## src/rtl/jt12_pg_seq_pkg.sv

```systemverilog
// jt12_pg_seq_pkg
// Shared constants for the phase-generator slot sequencer: slot count,
// pipeline stage offsets, register write-select codes, the operator group
// order, and a wrap-around slot subtraction helper.
package jt12_pg_seq_pkg;

  localparam int SLOTS = 24;

  // How many slots each later pipeline stage trails stage I
  localparam logic [4:0] OFS_II  = 5'd1;
  localparam logic [4:0] OFS_III = 5'd2;
  localparam logic [4:0] OFS_V   = 5'd4;

  typedef enum logic [2:0] {
    SEL_FHI    = 3'd0,
    SEL_FLO_CH = 3'd1,
    SEL_FLO_SP = 3'd2,
    SEL_MULDT  = 3'd3,
    SEL_KON    = 3'd4,
    SEL_MODE   = 3'd5
  } wr_sel_e;

  // Operator groups in slot order: S1, S3, S2, S4
  localparam logic [1:0] GRP_S1 = 2'd0;
  localparam logic [1:0] GRP_S3 = 2'd1;
  localparam logic [1:0] GRP_S2 = 2'd2;
  localparam logic [1:0] GRP_S4 = 2'd3;

  // (s - ofs) mod 24, for s in 0..23 and ofs <= 4
  function automatic logic [4:0] slot_sub(input logic [4:0] s, input logic [4:0] ofs);
    if (s >= ofs) slot_sub = s - ofs;
    else          slot_sub = s + 5'(SLOTS) - ofs;
  endfunction

endpackage

```

## src/rtl/jt12_pg_seq_slot.sv

```systemverilog
// jt12_pg_seq_slot
// Channel/group slot counter. The counter holds the slot currently in
// stage I; the outputs describe the slot that the next clk_en edge will
// move to, so the top can fetch that slot's parameters on the same edge.
// Ports:
//   i_clk, i_rst_n, i_clk_en  clock, async active-low reset, advance strobe
//   o_ch_I, o_grp_I           channel / operator group of the next stage-I slot
//   o_slot_I                  next stage-I slot number
//   o_slot_II/_III/_V         slots trailing it by 1, 2 and 4 (mod 24)
module jt12_pg_seq_slot
  import jt12_pg_seq_pkg::*;
(
  input  logic       i_clk,
  input  logic       i_rst_n,
  input  logic       i_clk_en,
  output logic [2:0] o_ch_I,
  output logic [1:0] o_grp_I,
  output logic [4:0] o_slot_I,
  output logic [4:0] o_slot_II,
  output logic [4:0] o_slot_III,
  output logic [4:0] o_slot_V
);

  logic [2:0] r_ch;
  logic [1:0] r_grp;
  logic [2:0] w_ch_nx;
  logic [1:0] w_grp_nx;
  logic [4:0] w_slot_nx;

  // Reset parks the counter on slot 23 so the first advance lands on slot 0
  always_ff @(posedge i_clk or negedge i_rst_n) begin
    if (!i_rst_n) begin
      r_ch  <= 3'd5;
      r_grp <= 2'd3;
    end else if (i_clk_en) begin
      r_ch  <= w_ch_nx;
      r_grp <= w_grp_nx;
    end
  end

  // slot = grp*6 + ch, built from shifts; the 2-bit group wraps by itself
  always_comb begin
    w_ch_nx   = (r_ch == 3'd5) ? 3'd0 : r_ch + 3'd1;
    w_grp_nx  = (r_ch == 3'd5) ? r_grp + 2'd1 : r_grp;
    w_slot_nx = {1'b0, w_grp_nx, 2'b00} + {2'b00, w_grp_nx, 1'b0} + {2'b00, w_ch_nx};
  end

  assign o_ch_I     = w_ch_nx;
  assign o_grp_I    = w_grp_nx;
  assign o_slot_I   = w_slot_nx;
  assign o_slot_II  = slot_sub(w_slot_nx, OFS_II);
  assign o_slot_III = slot_sub(w_slot_nx, OFS_III);
  assign o_slot_V   = slot_sub(w_slot_nx, OFS_V);

endmodule

```

## src/rtl/jt12_pg_seq.sv

```systemverilog
// jt12_pg_seq
// Slot sequencer and register front-end for the jt12 phase generator.
// Holds per-channel frequency, ch3 special frequencies, per-slot mul/dt1
// and key-on state, and presents each to the stage that consumes it.
// Ports:
//   clk, rst (async active-low), clk_en (slot advance)
//   wr_en, wr_sel, wr_idx, wr_data   register write port, ignores clk_en
//   fnum_I, block_I   frequency of stage-I slot
//   dt1_II            detune of stage-II slot
//   pg_rst_III        phase reset pulse of stage-III slot
//   mul_V             multiplier of stage-V slot
//   zero, slot_I      stage-I slot is 0 / stage-I slot number
module jt12_pg_seq
  import jt12_pg_seq_pkg::*;
(
  input  logic        clk,
  input  logic        rst,
  input  logic        clk_en,
  input  logic        wr_en,
  input  logic [2:0]  wr_sel,
  input  logic [4:0]  wr_idx,
  input  logic [7:0]  wr_data,
  output logic [10:0] fnum_I,
  output logic [2:0]  block_I,
  output logic [2:0]  dt1_II,
  output logic        pg_rst_III,
  output logic [3:0]  mul_V,
  output logic        zero,
  output logic [4:0]  slot_I
);

  logic [2:0]  w_ch_I;
  logic [1:0]  w_grp_I;
  logic [4:0]  w_slot_I;
  logic [4:0]  w_slot_II;
  logic [4:0]  w_slot_III;
  logic [4:0]  w_slot_V;

  logic [5:0]  r_latch;
  logic        r_mode;
  logic [13:0] r_chfreq [0:5];
  logic [13:0] r_spfreq [0:2];
  logic [3:0]  r_mul [0:23];
  logic [2:0]  r_dt1 [0:23];
  logic [23:0] r_kon;
  logic [23:0] r_kon_prev;

  logic        w_ch_ok;
  logic        w_sp_ok;
  logic        w_slot_ok;
  logic [23:0] w_kon_nx;
  logic [13:0] w_freq_I;

  jt12_pg_seq_slot u_slot (
    .i_clk      (clk),
    .i_rst_n    (rst),
    .i_clk_en   (clk_en),
    .o_ch_I     (w_ch_I),
    .o_grp_I    (w_grp_I),
    .o_slot_I   (w_slot_I),
    .o_slot_II  (w_slot_II),
    .o_slot_III (w_slot_III),
    .o_slot_V   (w_slot_V)
  );

  assign w_ch_ok   = (wr_idx < 5'd6);
  assign w_sp_ok   = (wr_idx < 5'd3);
  assign w_slot_ok = (wr_idx < 5'd24);

  // Key mask bits are S4,S3,S2,S1 but slot groups run S1,S3,S2,S4,
  // so S2 and S3 swap places when spread over the channel's slots
  always_comb begin
    w_kon_nx = r_kon;
    if (w_ch_ok) begin
      w_kon_nx[wr_idx]          = wr_data[0];
      w_kon_nx[wr_idx + 5'd6]   = wr_data[2];
      w_kon_nx[wr_idx + 5'd12]  = wr_data[1];
      w_kon_nx[wr_idx + 5'd18]  = wr_data[3];
    end
  end

  // Register file; out-of-range targets are simply not written
  always_ff @(posedge clk or negedge rst) begin
    if (!rst) begin
      r_latch <= '0;
      r_mode  <= 1'b0;
      r_kon   <= '0;
      for (int i = 0; i < 6; i++) r_chfreq[i] <= '0;
      for (int i = 0; i < 3; i++) r_spfreq[i] <= '0;
      for (int i = 0; i < SLOTS; i++) begin
        r_mul[i] <= '0;
        r_dt1[i] <= '0;
      end
    end else if (wr_en) begin
      case (wr_sel)
        SEL_FHI:    r_latch <= wr_data[5:0];
        SEL_FLO_CH: if (w_ch_ok) r_chfreq[wr_idx[2:0]] <= {r_latch, wr_data};
        SEL_FLO_SP: if (w_sp_ok) r_spfreq[wr_idx[1:0]] <= {r_latch, wr_data};
        SEL_MULDT: begin
          if (w_slot_ok) begin
            r_mul[wr_idx] <= wr_data[3:0];
            r_dt1[wr_idx] <= wr_data[6:4];
          end
        end
        SEL_KON:    r_kon  <= w_kon_nx;
        SEL_MODE:   r_mode <= wr_data[0];
        default:    ;
      endcase
    end
  end

  // Channel 2 operators S1/S3/S2 follow the special registers in ch3 mode
  always_comb begin
    w_freq_I = r_chfreq[w_ch_I];
    if (r_mode && (w_ch_I == 3'd2) && (w_grp_I != GRP_S4)) begin
      case (w_grp_I)
        GRP_S1:  w_freq_I = r_spfreq[0];
        GRP_S3:  w_freq_I = r_spfreq[1];
        default: w_freq_I = r_spfreq[2];
      endcase
    end
  end

  // Stage outputs and key-on edge memory; kon_prev samples the old kon
  // so a key-on written on the same edge pulses on the following frame
  always_ff @(posedge clk or negedge rst) begin
    if (!rst) begin
      fnum_I     <= '0;
      block_I    <= '0;
      dt1_II     <= '0;
      pg_rst_III <= 1'b0;
      mul_V      <= '0;
      zero       <= 1'b0;
      slot_I     <= '0;
      r_kon_prev <= '0;
    end else if (clk_en) begin
      slot_I                 <= w_slot_I;
      zero                   <= (w_slot_I == 5'd0);
      fnum_I                 <= w_freq_I[10:0];
      block_I                <= w_freq_I[13:11];
      dt1_II                 <= r_dt1[w_slot_II];
      pg_rst_III             <= r_kon[w_slot_III] & ~r_kon_prev[w_slot_III];
      r_kon_prev[w_slot_III] <= r_kon[w_slot_III];
      mul_V                  <= r_mul[w_slot_V];
    end
  end

endmodule

```

## config.mk

```make
export PLATFORM = sky130hd
export DESIGN_NAME = jt12_pg_seq
export DESIGN_NICKNAME = d
export VERILOG_FILES = /design/src/rtl/jt12_pg_seq_pkg.sv /design/src/rtl/jt12_pg_seq_slot.sv /design/src/rtl/jt12_pg_seq.sv
export SDC_FILE = /design/constraint.sdc
export NUM_CORES = 1
export LEC_CHECK = 0
export BUFFER_PORTS_ARGS = -buffer_cell sky130_fd_sc_hd__clkbuf_2
export CORE_UTILIZATION = 55
export CTS_CLUSTER_DIAMETER = 150
export DETAILED_ROUTE_END_ITERATION = 8
export PLACE_DENSITY_LB_ADDON = 0.3
export SLEW_MARGIN = 20
export SYNTH_ARGS = -nofsm -noshare
export SYNTH_HDL_FRONTEND = slang
export SYNTH_HIERARCHICAL = 1
export SYNTH_SLANG_ARGS = --single-unit
```

## constraint.sdc

```tcl
create_clock -name clk -period 11.45 [get_ports clk]
set_clock_uncertainty 0.15 [all_clocks]
set_input_delay 0 -clock clk [delete_from_list [all_inputs] [get_ports clk]]
set_output_delay 0 -clock clk [all_outputs]
set_load 0.01 [all_outputs]
```

==> flow_summary.ini <==
[power]
leakage_nw = 10.03
intPower_mw = 3.309
p_clk_share_pct = 24.4
power.switching_mw = 2.280
vdd_ir_drop_max_mv = 0.3374
cellPowerDensity_nw_per_um2 = 263.3
swShare_pct = 40.79
power_frac_comb_pct = 47.0
seqPwrFrac_pct = 28.6

[clock_network]
numCtsBuffers = 41
cts.sinks = 382
h-tree-depth = 2
cts_tree = yes
cts_buffer_depth = 3
cts_resized = 0
clk_pin_slew_ns = 0.06
insertion_delay_ns = 0.54
clock-root-buffer = clkbuf_16

[setup_path]
cp-start-kind = flop
cp-end-kind = flop
path_cells = inv_4 -> nor3b_4 -> nand2_1 -> xor2_1 -> fa_1 -> inv_1 -> ha_1 -> inv_1 -> ha_1 -> a21boi_0 -> xnor2_1 -> nor2_1 -> a21oi_1 -> nor2b_1 -> nor2b_1 -> nand2_1 -> nand4_1 -> mux2_2
arrival_ns = 7.59
criticalPathCategory = reg2reg
slowest_stage = dfstp_2
cp_max_fo = 33
cp.required_ns = 11.71
cpLargestDelayFamily = simple AND/OR/NAND/NOR gates
timing.critical_path.buf_inv = 3
cpPeakStageDelay_ns = 1.12

[drt]
detail-route-antenna-nets = 0
wl_per_cell_um = 22.62
drc_errors = 1
routed_via_density = 6.244
wl_um = 43820
drt_iter0_markers = 856
dr.pass1.iters = 7
route.vias.total = 12094

[sta]
slew_headroom_pct = 32.22
final-hold-violation-count = 0
post-route-min-period_ns = 7.324
setup_tns_ns = 0
drv_slew = 0
setup_violations = 0
rsz0062_at_grt = no
fin_crit_sh_pct = 63.96
worst_pin_slew_ns = 1.017
layout_setup_ws_ns = 4.126
fmax_mhz = 136.5

[synthesis]
yosysWarnings = 6
ys_seq_elements = 382
synth_cells = 1460
synth_fp_nets = 1500
synth_cell_types = 72
seq_area_frac_synth_pct = 49.76
yosys-top-cells-area = dfrtp_1, mux2_2, mux4_2
syn_area_sq_um = 19220
synth_edf_count = 0
yosys_most_used_dff = dfrtp_1
async_flop_share_pct = 100.0
yosys.area.top_type = dfrtp_1
yosysTopAreaCellShare_pct = 49.21
postSynthAreaPerCell_sq_um = 13.17

[status]
status = finished with violations
failed_checks = DRC

[finish]
layout_common_cells = mux2_2, dfrtp_1, nor2_1, mux4_2, nand2_1
seq_area_sq_um = 9564
drive_gt1_share_pct = 40.82
multiInputGateArea_sq_um = 9044
nets = 1495
fillers = 2600
num_antenna_cells = 0
syn_to_final_growth_pct = 10.45

[place]
dp_hpwl_um = 27470
place.gp.congestion = 0.9493
dpl_worst_slack_ns = 4.197
io_buffers = 47

[global_route]
grt_use_total_pct = 25.53
grt_max_degree = 193
grt_overflow = 0
grt_pass1_vias = 12559
grt_pass1_wl_um = 71550
antenna_found_initial = 0

[min_path]
min_path_type = in2reg

[die]
fp.coreArea_sq_um = 34460
dieArea_sq_um = 35700
fp-row-count = 68
initial_utilization_pct = 55.78
num_io_pins = 48
dieHeight_um = 188.9
die_w_um = 188.9

[run]
max_cap_violations = 0
repair_timing:
| item | 4_1_cts | 5_1_grt |
|---|---|---|
| buffers inserted | 0 | 0 |
| hold buffers | 14 | 0 |
| endpoints found under the setup margin | 0 | 0 |
| hold endpoints to repair | 139 | 0 |
stage by stage:
stage | total power [mW] | instances | instance area, sq um | util [%] | hold WS [ns]
5_1_grt | 5.900 | 1937 | 21230 | 61.61 | 0.1061
4_1_cts | 5.601 | 1936 | 21200 | 61.52 | 0.02571
2_1_floorplan | 3.584 | 1460 | 19220 | - | -0.4456
3_5_place_dp | 4.214 | 1852 | 19650 | 57.03 | -0.04979
6_report | 5.589 | 1937 | 21230 | 61.61 | 0.05478
3_3_place_gp | 4.145 | 1852 | 19640 | 57.01 | -0.05539
Yosys cell counts (7+ instances only):
master    count
o22ai_1       8
inv_1        27
clkbuf_1     75
buf_1        18
a21oi_1      28
a31oi_1       9
o21ai_0      12
a221oi_1     10
xor2_1        9
mux2i_1      20
dfrtp_1     378
nor3_1       17
xnor2_1      15
buf_2        23
a22oi_1      20
mux4_2       75
a311oi_1      7
a211oi_1     19
mux2_2      378
nor2_1       79
ha_1         18
nand3_1      22
nand2_1      66
logic make-up (layout without fill, tap and decap cells):
family	Yosys count	in the layout	synth area share, %
AOI/OAI and AO/OA	155	155	5.793
xor gates and xnor gates	24	24	1.094
adders and majority gates	20	20	1.380
buffers and inverters	153	175	3.352
DFF	382	382	49.76
muxes	474	474	32.03
and+or+nand+nor	252	252	6.594
power groups by stage:
stage          clock [mW]  sequential (mW)  combinational (mW)
2_1_floorplan           0             1.57                2.02
4_1_cts              1.39             1.60                2.61
5_1_grt              1.44             1.61                2.85
3_5_place_dp            0             1.62                2.59
3_3_place_gp            0             1.62                2.53
6_report             1.37             1.60                2.63
worst reg2reg max path, delay by kind of cell, from the launching register on:
family | cells | cell delay [ns]
xor gates and xnor gates | 2 | 0.34
DFF | 1 | 1.12
and+or+nand+nor | 7 | 1.90
buffers and inverters | 3 | 1.04
AOI/OAI and AO/OA | 2 | 0.81
muxes | 1 | 0.62
adders and majority gates | 3 | 1.22
worst paths after layout:
kind / slack (ns) / from / end / cells past startpoint
max in group asynchronous: 9.33 / rst / r_kon[20] / 5
worst max register to register: 4.13 / u_slot/r_ch[0] / r_kon_prev[5] / 18
worst max-delay path: 4.13 / u_slot/r_ch[0] / r_kon_prev[5] / 18
min in group asynchronous: 0.42 / rst / r_spfreq[4] / 3
worst min-delay path: 0.05 / wr_idx[1] / r_kon[12] / 4
worst min register to register: 0.34 / dt1_II[2] / dt1_II[2] / 2
sequential cells by signal (all words and copies together), names as in the netlist, 4 cells and up:
register    count
fnum_I         11
mul_V           4
r_chfreq       84
r_dt1          72
r_kon          24
r_kon_prev     24
r_latch         6
r_mul          96
r_spfreq       42
slot_I          5
metal layers:
layer  up-vias  GRT usage (%)  wire length (um)  part of all wire, %
met5         -              0                 0                    0
met4         0          7.661              1144                  2.6
met3        86          4.171              2055                  4.7
met2       297          42.17             21630                   49
met1      6330          34.86             18990                   43
li1       5381              -                 -                    -
cell type report:
class,count,share of cell area (%)
repair buffers,76,2.564
inverters,29,0.5245
clock inverters,15,0.9724
flip-flops and latches,382,45.05
well taps,455,2.682
clock buffers,55,5.611
multi-input cells,925,42.60
Power figures use the tool's default switching activity.
